`src/rtl/bck_lp_dtct.sv`:
```
// Backward-loop detect stage in front of the loop acceleration table.
// Registers the fetch bundle and flags the oldest confident backward branch.
module bck_lp_dtct #(
  parameter logic [3:0] BR_OPC  = 4'hC,
  parameter int         ENTRIES = 8,
  parameter int         IDX_W   = 3,
  parameter int         THRESH  = 2
) (
  input  logic        clk,
  input  logic        rst,
  input  logic [63:0] inst_in,
  input  logic [63:0] pc_in,
  input  logic [3:0]  inst_valid_in,
  input  logic        stall_in,
  input  logic        mis_pred_in,
  input  logic [1:0]  lbd_state_in,
  input  logic        rslv_vld_in,
  input  logic [15:0] rslv_pc_in,
  input  logic        rslv_tkn_in,
  input  logic        rslv_bck_in,
  output logic [63:0] inst_out,
  output logic [63:0] pc_out,
  output logic [3:0]  inst_valid_out,
  output logic [3:0]  bck_lp_bus_out
);

  localparam int         TAG_W    = 16 - IDX_W;
  localparam logic [1:0] THRESH_C = 2'(THRESH);

  logic [ENTRIES-1:0] r_vld;
  logic [TAG_W-1:0]   r_tag [ENTRIES];
  logic [1:0]         r_cnt [ENTRIES];

  logic [63:0] r_inst;
  logic [63:0] r_pc;
  logic [3:0]  r_inst_vld;
  logic [3:0]  r_bus;

  logic [3:0]  w_cand;
  logic [3:0]  w_bus;
  logic [3:0]  w_mask;
  logic [IDX_W-1:0] w_r_idx;
  logic [TAG_W-1:0] w_r_tag;
  logic        w_r_hit;
  logic        w_upd;

  // Candidate decode; bit 3 of every 4-bit vector is slot0 (the oldest).
  always_comb begin
    logic [15:0]      w_inst_s;
    logic [15:0]      w_pc_s;
    logic [IDX_W-1:0] w_idx_s;
    logic             w_br_s;
    logic             w_hit_s;
    w_cand = 4'b0000;
    for (int s = 0; s < 4; s++) begin
      w_inst_s = inst_in[63-16*s -: 16];
      w_pc_s   = pc_in[63-16*s -: 16];
      w_idx_s  = w_pc_s[IDX_W-1:0];
      w_br_s   = (w_inst_s[15:12] == BR_OPC) && w_inst_s[7];
      w_hit_s  = r_vld[w_idx_s] && (r_tag[w_idx_s] == w_pc_s[15:IDX_W])
                 && (r_cnt[w_idx_s] >= THRESH_C);
      w_cand[3-s] = inst_valid_in[3-s] && w_br_s && w_hit_s
                    && (lbd_state_in == 2'b00);
    end
  end

  // Oldest candidate wins; everything younger than it is off-path.
  always_comb begin
    w_bus  = 4'b0000;
    w_mask = 4'b1111;
    if (w_cand[3]) begin
      w_bus  = 4'b1000;
      w_mask = 4'b1000;
    end else if (w_cand[2]) begin
      w_bus  = 4'b0100;
      w_mask = 4'b1100;
    end else if (w_cand[1]) begin
      w_bus  = 4'b0010;
      w_mask = 4'b1110;
    end else if (w_cand[0]) begin
      w_bus  = 4'b0001;
      w_mask = 4'b1111;
    end
  end

  always_ff @(posedge clk or negedge rst) begin
    if (!rst) begin
      r_inst     <= '0;
      r_pc       <= '0;
      r_inst_vld <= '0;
      r_bus      <= '0;
    end else if (mis_pred_in) begin
      r_inst_vld <= '0;
      r_bus      <= '0;
      if (!stall_in) begin
        r_inst <= inst_in;
        r_pc   <= pc_in;
      end
    end else if (!stall_in) begin
      r_inst     <= inst_in;
      r_pc       <= pc_in;
      r_inst_vld <= inst_valid_in & w_mask;
      r_bus      <= w_bus;
    end
  end

  assign w_r_idx = rslv_pc_in[IDX_W-1:0];
  assign w_r_tag = rslv_pc_in[15:IDX_W];
  assign w_r_hit = r_vld[w_r_idx] && (r_tag[w_r_idx] == w_r_tag);
  assign w_upd   = rslv_vld_in && rslv_bck_in;

  // Lookup above reads these registers before this edge writes them.
  always_ff @(posedge clk or negedge rst) begin
    if (!rst) begin
      r_vld <= '0;
      for (int e = 0; e < ENTRIES; e++) begin
        r_tag[e] <= '0;
        r_cnt[e] <= '0;
      end
    end else if (w_upd) begin
      if (rslv_tkn_in) begin
        if (w_r_hit) begin
          if (r_cnt[w_r_idx] != 2'd3) r_cnt[w_r_idx] <= r_cnt[w_r_idx] + 2'd1;
        end else begin
          r_vld[w_r_idx] <= 1'b1;
          r_tag[w_r_idx] <= w_r_tag;
          r_cnt[w_r_idx] <= 2'd1;
        end
      end else if (w_r_hit) begin
        r_cnt[w_r_idx] <= 2'd0;
      end
    end
  end

  assign inst_out       = r_inst;
  assign pc_out         = r_pc;
  assign inst_valid_out = r_inst_vld;
  assign bck_lp_bus_out = r_bus;

endmodule

```
`config.mk`:
```
export PLATFORM = sky130hd
export DESIGN_NAME = bck_lp_dtct
export DESIGN_NICKNAME = d
export VERILOG_FILES = /design/src/rtl/bck_lp_dtct.sv
export SDC_FILE = /design/constraint.sdc
export NUM_CORES = 1
export LEC_CHECK = 0
export ABC_AREA = 0
export BUFFER_PORTS_ARGS = -buffer_cell sky130_fd_sc_hd__buf_2
export CAP_MARGIN = 20
export CORE_AREA = 3 3 170 172
export DETAILED_ROUTE_END_ITERATION = 10
export DIE_AREA = 0 0 173 175
export PLACE_DENSITY = 0.81
export SLEW_MARGIN = 30
export SYNTH_ARGS = -nofsm -noshare
export SYNTH_HDL_FRONTEND = slang
export SYNTH_SLANG_ARGS = --single-unit
```
`constraint.sdc`:
```
create_clock -name clk -period 7.5 [get_ports clk]
set_clock_uncertainty 0.05 [all_clocks]
set_input_delay 0.375 -clock clk [delete_from_list [all_inputs] [get_ports clk]]
set_output_delay 0.375 -clock clk [all_outputs]
set_load 0.005 [all_outputs]
```
==> flow_summary.ini, run 1 <==
[placement]
pre_cts_ws_ns = 3.21
gp_congestion = 0.962
portBuffers = 292
hpwl_um = 33600
placed_area_mm2 = 0.0169
place_inst = 1692

[timing]
tns_ns = 0
setup_slack_ns = 3.68
max_freq_mhz = 262
slew-limit-headroom_pct = 34.4
setup_viol = 0
rsz0062_at_grt = false
finalHoldViolCount = 0
post-route-min-period_ns = 3.82
fin_crit_sh_pct = 51.0
slew_violations = 0
tightest_slew_ns = 0.982

[clocking]
cts_setup_buffers = 0
cts.sinks = 264
root_buffer = clkbuf_16
htree_num_levels = 1
cts.path.max_buffers = 3
clk_latency_ns = 0.56
cts_tree = yes
cts_buffers = 28
cts.clk_slew.worst_paths_ns = 0.07

[global_route]
grt_util_all_layers_pct = 30.2
grt_pass1_vias = 11688
gr-total-overflow = 0
antenna_found_initial = 1
grt_first_pass_wirelength_um = 71000
grt_max_degree = 82

[pwr]
vdd_ir_drop_max_mv = 0.217
p_per_area_mw_per_mm2 = 247
leakage_nw = 7.91

[floorplanning]
dieArea_mm2 = 0.0303
pin_count = 293
die_x_um = 173
fp-row-count = 61
core_mm2 = 0.0276
initial_core_util_pct = 54.8
die_y_um = 175

[min_path]
hold_depth = 2
hold_path.class = in -> reg

[final_layout]
final_common_cell = buf_2
layout_common_cells = buf_2, dfrtp_1, mux2_2
drive_above_1_share_pct = 53.4
area_delta_synth_final_pct = 18.8
stdcell_count = 1751
stdcell_area_mm2 = 0.0180
fin_nets = 1510

[worst_setup_path]
crit_chain = buf_2, nor2b_1, a221oi_1, o22a_1, xor2_1, nand4_1, nor4_4, nor3_2, buf_4, mux2_2
cp.required_ns = 7.89
crit_slowest_cell = nor2b_1
crit_type = in -> reg
path_buf_inv = 2
worstSetupEndpointType = flop
cp-start-kind = primary input
crit_arrival_ns = 4.21
r2r_cells = 9
slowest_delay_ns = 0.86
crit_fanout = 23
cp.depth = 10
critical_path.top_delay_family = simple AND/OR/NAND/NOR gates

[synthesis]
synth_seq_cells = 264
ys.flop_type = dfrtp_1
async_flop_share_pct = 100
synth_cell_types = 51
synth_nets = 1247
yosysTopAreaCell = dfrtp_1
synth_area_mm2 = 0.0151
ys_seq_area_share_pct = 43.6
synth_edf_count = 0
syn_area_per_cell_um2 = 13.9
yosysTopAreaCellShare_pct = 43.6
synthCells = 1089
synth_area_leaders = dfrtp_1, mux2_2, mux4_2, mux2i_1, xnor2_1
yosysWarnings = 0

[routing]
route.detailed.drc = 0
drtIter0Drc = 1278
dr.pass1.iters = 5
via_per_inst = 6.54
vias = 11455
routed_wl_um = 46400
detail_route.wl_per_cell_um = 26.5
drtAntennaViolNets = 0

[run]
max_cap_violations = 0

[run_status]
outcome = finished, final reports clean
path summary, 6_finish.rpt:
check	slack, ns	end	from
setup / recovery	3.68	r_tag[74]	rslv_pc_in[0]
setup reg to reg	3.89	r_tag[74]	r_tag[9]
hold reg to reg	0.43	bck_lp_bus_out[0]	bck_lp_bus_out[0]
hold / removal	0.01	inst_out[10]	inst_in[10]
min in group asynchronous	0.37	r_tag[83]	rst
max in group asynchronous	5.88	inst_out[43]	rst
cell type report:
class | instances | area, um^2
Antenna cell | 1 | 2.50
Sequential cell | 264 | 6610
Timing Repair Buffer | 314 | 1690
Inverter | 23 | 86.3
Clock inverter | 10 | 141
Tap cell | 378 | 473
Fill cell | 1996 | 9640
Multi-Input combinational cell | 721 | 8170
Clock buffer | 40 | 817
routing by layer:
| metal | part of all wire, % | up-vias | wire length [um] | track usage, % |
|---|---|---|---|---|
| met3 | 11 | 143 | 4940 | 7.04 |
| li1 | - | 4720 | - | - |
| met4 | 5.1 | 0 | 2360 | 13.5 |
| met1 | 37 | 5770 | 17000 | 38.9 |
| met5 | 0 | - | 0 | 0 |
| met2 | 48 | 822 | 22200 | 49.3 |
flip-flops by register name, summed over array words and instances (netlist names):
register	cells
inst_out	64
inst_valid_out	4
r_tag	104
r_cnt	16
pc_out	64
r_vld	8
bck_lp_bus_out	4
per-stage QoR:
stage	total power, mW	hold slack (ns)	utilization, %
6_report	4.45	0.0133	65.1
5_1_grt	4.61	0.00610	65.1
4_1_cts	4.44	0.000769	65.1
3_5_place_dp	2.99	0.374	61.3
3_3_place_gp	2.94	0.410	61.1
2_1_floorplan	2.55	0.0294	-
cells in the mapped netlist (all sizes together) (5+ instances only):
| library cell | n |
|---|---|
| dfrtp | 264 |
| a22oi | 15 |
| buf | 38 |
| o21ai | 10 |
| nor2 | 7 |
| xnor2 | 31 |
| o22ai | 15 |
| mux2i | 94 |
| nor4 | 9 |
| clkbuf | 43 |
| nand4 | 14 |
| nor4b | 10 |
| o32ai | 8 |
| nor2b | 6 |
| nand3 | 5 |
| xor2 | 26 |
| mux2 | 248 |
| inv | 23 |
| mux4 | 114 |
| nor3 | 15 |
| or2 | 9 |
| nand2 | 36 |
| a221oi | 6 |
cell families after synthesis:
group	count (synthesis)	share of synthesized area, %
DFF	264	43.6
and+or+nand+nor	133	5.00
AOI/OAI and AO/OA	74	3.52
adders and majority gates	1	0.0826
muxes	456	41.6
xor gates and xnor gates	57	3.30
buffers and inverters	104	2.83
where the power goes:
group | switching [mW] | internal, mW
sequential | 0.276 | 1.63
clock | 0.577 | 0.860
combinational | 0.495 | 0.606
repair_timing:
action | in CTS | in global routing
hold endpoints to repair | 84 | 0
resized for setup | 0 | 0
hold buffers | 8 | 0
(Power assumes the default switching activity.)
==> inputs of run 2 (changes only) <==
==> constraint.sdc (replaced) <==
create_clock -name clk -period 3.59 [get_ports clk]
set_clock_uncertainty 0.05 [all_clocks]
set_input_delay 0.1795 -clock clk [delete_from_list [all_inputs] [get_ports clk]]
set_output_delay 0.1795 -clock clk [all_outputs]
set_load 0.005 [all_outputs]
==> run 2 against run 1 <==
Clock power rose by 110%. Core utilization increased by 5.8 points. First-iteration DRC count increased by 36%. Via count grew 10%. Sequential power rose by 110%. Register-to-register slack got worse by 3.6 ns. Sequential cell count did not move. Power increased by 110%. Final cell count increased by 9.7%. Non-clock buffer count rose by 166. Critical path type is now reg -> reg. Cell area is 8.9% higher. Global-route usage grew 3.9 points.
==> flow_summary.ini, run 2 (synthesis gave the netlist of run 1 again) <==
[global_route]
grt_pass1_vias = 13170
grt_max_degree = 99
grt_util_all_layers_pct = 34.1
gr-total-overflow = 0
antenna_found_initial = 5
grt_first_pass_wirelength_um = 79800

[timing]
finalHoldViolCount = 0
tns_ns = 0
slew-limit-headroom_pct = 42.3
post-route-min-period_ns = 3.29
max_freq_mhz = 304
fin_crit_sh_pct = 91.7
tightest_slew_ns = 0.865
slew_violations = 0
rsz0062_at_grt = false
setup_viol = 0
hold_ws_ns = 0.0256

[routing]
drtIter0Drc = 1734
detail_route.wl_per_cell_um = 27.5
drtAntennaViolNets = 0
dr.pass1.iters = 5
vias = 12596
routed_wl_um = 52700
via_per_inst = 6.56
route.detailed.drc = 0

[floorplanning]
core_mm2 = 0.0276
initial_core_util_pct = 54.8
fp-row-count = 61
die_y_um = 175
dieArea_mm2 = 0.0303
pin_count = 293
die_x_um = 173

[clocking]
cts_setup_buffers = 0
htree_num_levels = 1
cts_hold_buf = 132
cts.clk_slew.worst_paths_ns = 0.06
cts.path.max_buffers = 3
root_buffer = clkbuf_16
cts_buffers = 28
cts_resized = 0
cts_tree = yes
cts.sinks = 264
clk_latency_ns = 0.54

[worst_setup_path]
crit_type = reg -> reg
crit_fanout = 8
worstSetupEndpointType = flop
cp.required_ns = 3.93
crit_arrival_ns = 3.63
cp-start-kind = flop

[final_layout]
stdcell_count = 1920
regMostFlops = r_tag
layout_common_cells = buf_2, dfrtp_1, mux2_2
final_common_cell = buf_2
fin_nets = 1676
drive_above_1_share_pct = 50.3
area_delta_synth_final_pct = 29.4
largest_reg_flops = 104
nFillCells = 1773

[pwr]
p_sw_mw = 2.88
p_seq_share_pct = 41.5
p_comb_share_pct = 26.2
total_power_mw = 9.56
switching_share_pct = 30.2
p_per_area_mw_per_mm2 = 488
p_int_mw = 6.67
p_clk_share_pct = 32.3
vdd_ir_drop_max_mv = 0.399
leakage_nw = 8.64

[placement]
portBuffers = 292
gp_congestion = 0.970
place_inst = 1734
hpwl_um = 34100

[min_path]
hold_path.class = in -> reg

[run_status]
outcome = finished, final reports clean

[run]
max_cap_violations = 0
==> run 2: cell count changes in the layout (fill, tap and decap cells not counted), sizes merged <==
cell and delta:
bufinv +2, clkinvlp +1, clkbuf -2, diode +3, dlygate4sd3 +124, clkinv -1
buf +42
==> run 2: layer usage <==
metal  global-route usage (%)  wire, um  vias up
li1                         -         -     5046
met1                     39.9     17600     6307
met2                     57.6     25800     1005
met3                     8.63      5830      236
met4                     19.1      3490        2
met5                        0         7        -
==> run 2: final cells by class <==
class	count	area (um^2)	area share (%)
flip-flops and latches	264	6610	33.7
inverters	23	86.3	0.441
diodes	4	10.0	0.0511
multi-input cells	721	8140	41.6
well taps	378	473	2.41
clock inverters	12	196	1.00
repair buffers	480	3290	16.8
clock buffers	38	779	3.98
==> run 2: worst max-delay path: stages (launching register included) <==
cell and delay, ns:
dfrtp_1 0.44, mux4_2 0.48, mux2i_1 0.18, xor2_1 0.27, nand2_1 0.12, nor4bb_1 0.45
buf_4 0.20, a21oi_1 0.20, nor4b_1 0.56, o32ai_1 0.19
==> run 2: power by group through the flow <==
stage / logic, mW / registers (mW) / clock network, mW
final: 2.50 / 3.96 / 3.09
after global routing: 2.64 / 3.99 / 3.24
after CTS: 2.43 / 3.90 / 3.10
after detailed placement: 2.30 / 3.95 / 0
after global placement: 2.23 / 3.92 / 0
after floorplan: 1.54 / 3.78 / 0
==> run 2: worst paths after layout <==
path                                     start         end  slack (ns)  depth (start not counted)
worst max-delay path                 r_tag[67]   r_cnt[14]        0.30                          9
worst min-delay path            rslv_pc_in[15]   r_tag[12]        0.03                          2
worst max register to register       r_tag[67]   r_cnt[14]        0.30                          9
worst min register to register      pc_out[47]  pc_out[47]        0.45                          1
max in group asynchronous                  rst   r_tag[33]        2.24                          3
min in group asynchronous                  rst   r_tag[37]        0.23                          2
==> run 2: stage by stage <==
step                      instance area [um^2]  util [%]  setup WS [ns]
after floorplan                          15100         -          0.603
after detailed placement                 17300      62.5          0.279
after global placement                   17300      62.5          0.318
after global routing                     19600      70.9          0.245
final                                    19600      70.9          0.298
after CTS                                19600      70.8          0.500
==> inputs of run 3 (changes only) <==
==> constraint.sdc (replaced) <==
create_clock -name clk -period 4.2 [get_ports clk]
set_clock_uncertainty 0.05 [all_clocks]
set_input_delay 0.21 -clock clk [delete_from_list [all_inputs] [get_ports clk]]
set_output_delay 0.21 -clock clk [all_outputs]
set_load 0.005 [all_outputs]
==> run 3 against run 2 <==
Critical path depth shrank 1. Critical endpoint is now r_cnt[10]. Core utilization fell by 1.2 points. Final cell count shrank 1.6%. Clock power down 18%. Largest power group unchanged. Highest routed layer is now met4.
==> flow_summary.ini, run 3 (synthesis gave the netlist of run 1 again) <==
[pwr]
p_sw_mw = 2.52
p_per_area_mw_per_mm2 = 420
p_seq_share_pct = 42.6
total_power_mw = 8.09
switching_share_pct = 31.2
p_comb_share_pct = 26.3
leakage_nw = 8.49
p_clk_share_pct = 31.1
vdd_ir_drop_max_mv = 0.347
p_int_mw = 5.57

[worst_setup_path]
cp-start-kind = flop
crit_arrival_ns = 3.83
cp.required_ns = 4.54
r2r-start = r_tag[23]
slowest_delay_ns = 0.54
crit_fanout = 8
r2r_cells = 8
startpoint = r_tag[23]
r2r_slack_ns = 0.72
crit_chain = mux4_2, mux2i_1, xor2_1, o2111ai_1, nor4_1, a21oi_1, nor4b_1, o32ai_1
crit_type = reg -> reg
rr_endpoint = r_cnt[10]
crit_slowest_cell = mux4_2
worstSetupEndpointType = flop

[clocking]
clk_latency_ns = 0.55
cts_tree = yes
cts.sinks = 264
cts_buffers = 28
cts.clk_slew.worst_paths_ns = 0.06
root_buffer = clkbuf_16
htree_num_levels = 1
cts.path.max_buffers = 3

[final_layout]
drive_above_1_share_pct = 50.1
stdcell_area_mm2 = 0.0193
regMostFlops = r_tag
final_common_cell = buf_2
fin_nets = 1650
area_delta_synth_final_pct = 27.3
layout_common_cells = buf_2, dfrtp_1, mux2_2
largest_reg_flops = 104

[routing]
detail_route.wl_per_cell_um = 28.8
drtAntennaViolNets = 0
drtIter0Drc = 1668
dr.pass1.iters = 5
route.detailed.drc = 0
routed_wl_um = 54300
vias = 12728
via_per_inst = 6.74

[global_route]
grt_first_pass_wirelength_um = 82800
grt_max_degree = 77
grt_pass1_vias = 13376
gr-total-overflow = 0
antenna_found_initial = 1
grt_util_all_layers_pct = 35.4

[floorplanning]
pin_count = 293
core_mm2 = 0.0276
dieArea_mm2 = 0.0303
die_x_um = 173
initial_core_util_pct = 54.8
fp-row-count = 61
die_y_um = 175

[timing]
finalHoldViolCount = 0
setup_viol = 0
tightest_slew_ns = 0.862
max_freq_mhz = 287
hold_ws_ns = 0.0151
post-route-min-period_ns = 3.48
tns_ns = 0
slew-limit-headroom_pct = 42.3
fin_crit_sh_pct = 83.0
rsz0062_at_grt = false
slew_violations = 0

[min_path]
hold_path.class = in -> reg
worstHoldStart = rslv_pc_in[8]
min_to = r_tag[44]
hold_depth = 2

[placement]
gp_congestion = 0.972
portBuffers = 292
placed_area_mm2 = 0.0171
hpwl_um = 35100

[run_status]
outcome = finished, final reports clean

[run]
max_cap_violations = 0
-- run 3: critical path: cells and delay by family, from the launching register on --
family,cells,cell delay [ns]
muxes,2,0.78
AOI/OAI and AO/OA,3,0.70
and+or+nand+nor,2,1.04
xor gates and xnor gates,1,0.24
DFF,1,0.52
-- run 3: timing repair --
action / CTS / global route
gates resized for setup: 0 / 0
setup buffers: 0 / 0
hold endpoints to repair: 185 / 0
hold buffers: 123 / 0
-- run 3: final cells by class --
type / instances / area (um^2)
inverter: 23 / 86.3
clock buffer: 37 / 786
sequential: 264 / 6610
timing repair buffer: 454 / 3030
clock inverter: 11 / 133
multi-input combinational: 721 / 8150
fill: 1814 / 8360
antenna: 1 / 2.50
tap: 378 / 473
-- run 3: worst max-delay path by stage --
stage / endpoint / slack, ns
2_1_floorplan: r_vld[0] / 1.18
3_3_place_gp: r_tag[100] / 0.58
3_5_place_dp: r_tag[100] / 0.53
4_1_cts: r_tag[35] / 0.79
5_1_grt: r_cnt[0] / 0.55
6_report: r_cnt[10] / 0.72
-- run 3: stage by stage --
| stage | worst slack, ns | cells | utilization (%) |
|---|---|---|---|
| CTS | 0.788 | 1888 | 69.7 |
| global route | 0.548 | 1889 | 69.7 |
| global placement | 0.579 | 1716 | 61.8 |
| finish | 0.715 | 1889 | 69.7 |
| floorplan | 1.18 | 1089 | - |
| detailed placement | 0.534 | 1717 | 61.9 |
-- run 3: per-layer routing --
metal | up-vias | track usage [%] | wire length (um)
met5 | - | 0 | 0
li1 | 4989 | - | -
met2 | 1091 | 56.8 | 25500
met1 | 6387 | 43.0 | 18500
met4 | 0 | 22.5 | 3960
met3 | 261 | 9.02 | 6430
-- run 3: power by group through the flow --
stage / Sequential, mW / Combinational [mW] / Clock [mW]
after CTS: 3.38 / 2.06 / 2.51
after global placement: 3.38 / 1.89 / 0
after detailed placement: 3.42 / 1.95 / 0
after floorplan: 3.23 / 1.32 / 0
after global routing: 3.46 / 2.25 / 2.63
final: 3.44 / 2.13 / 2.52
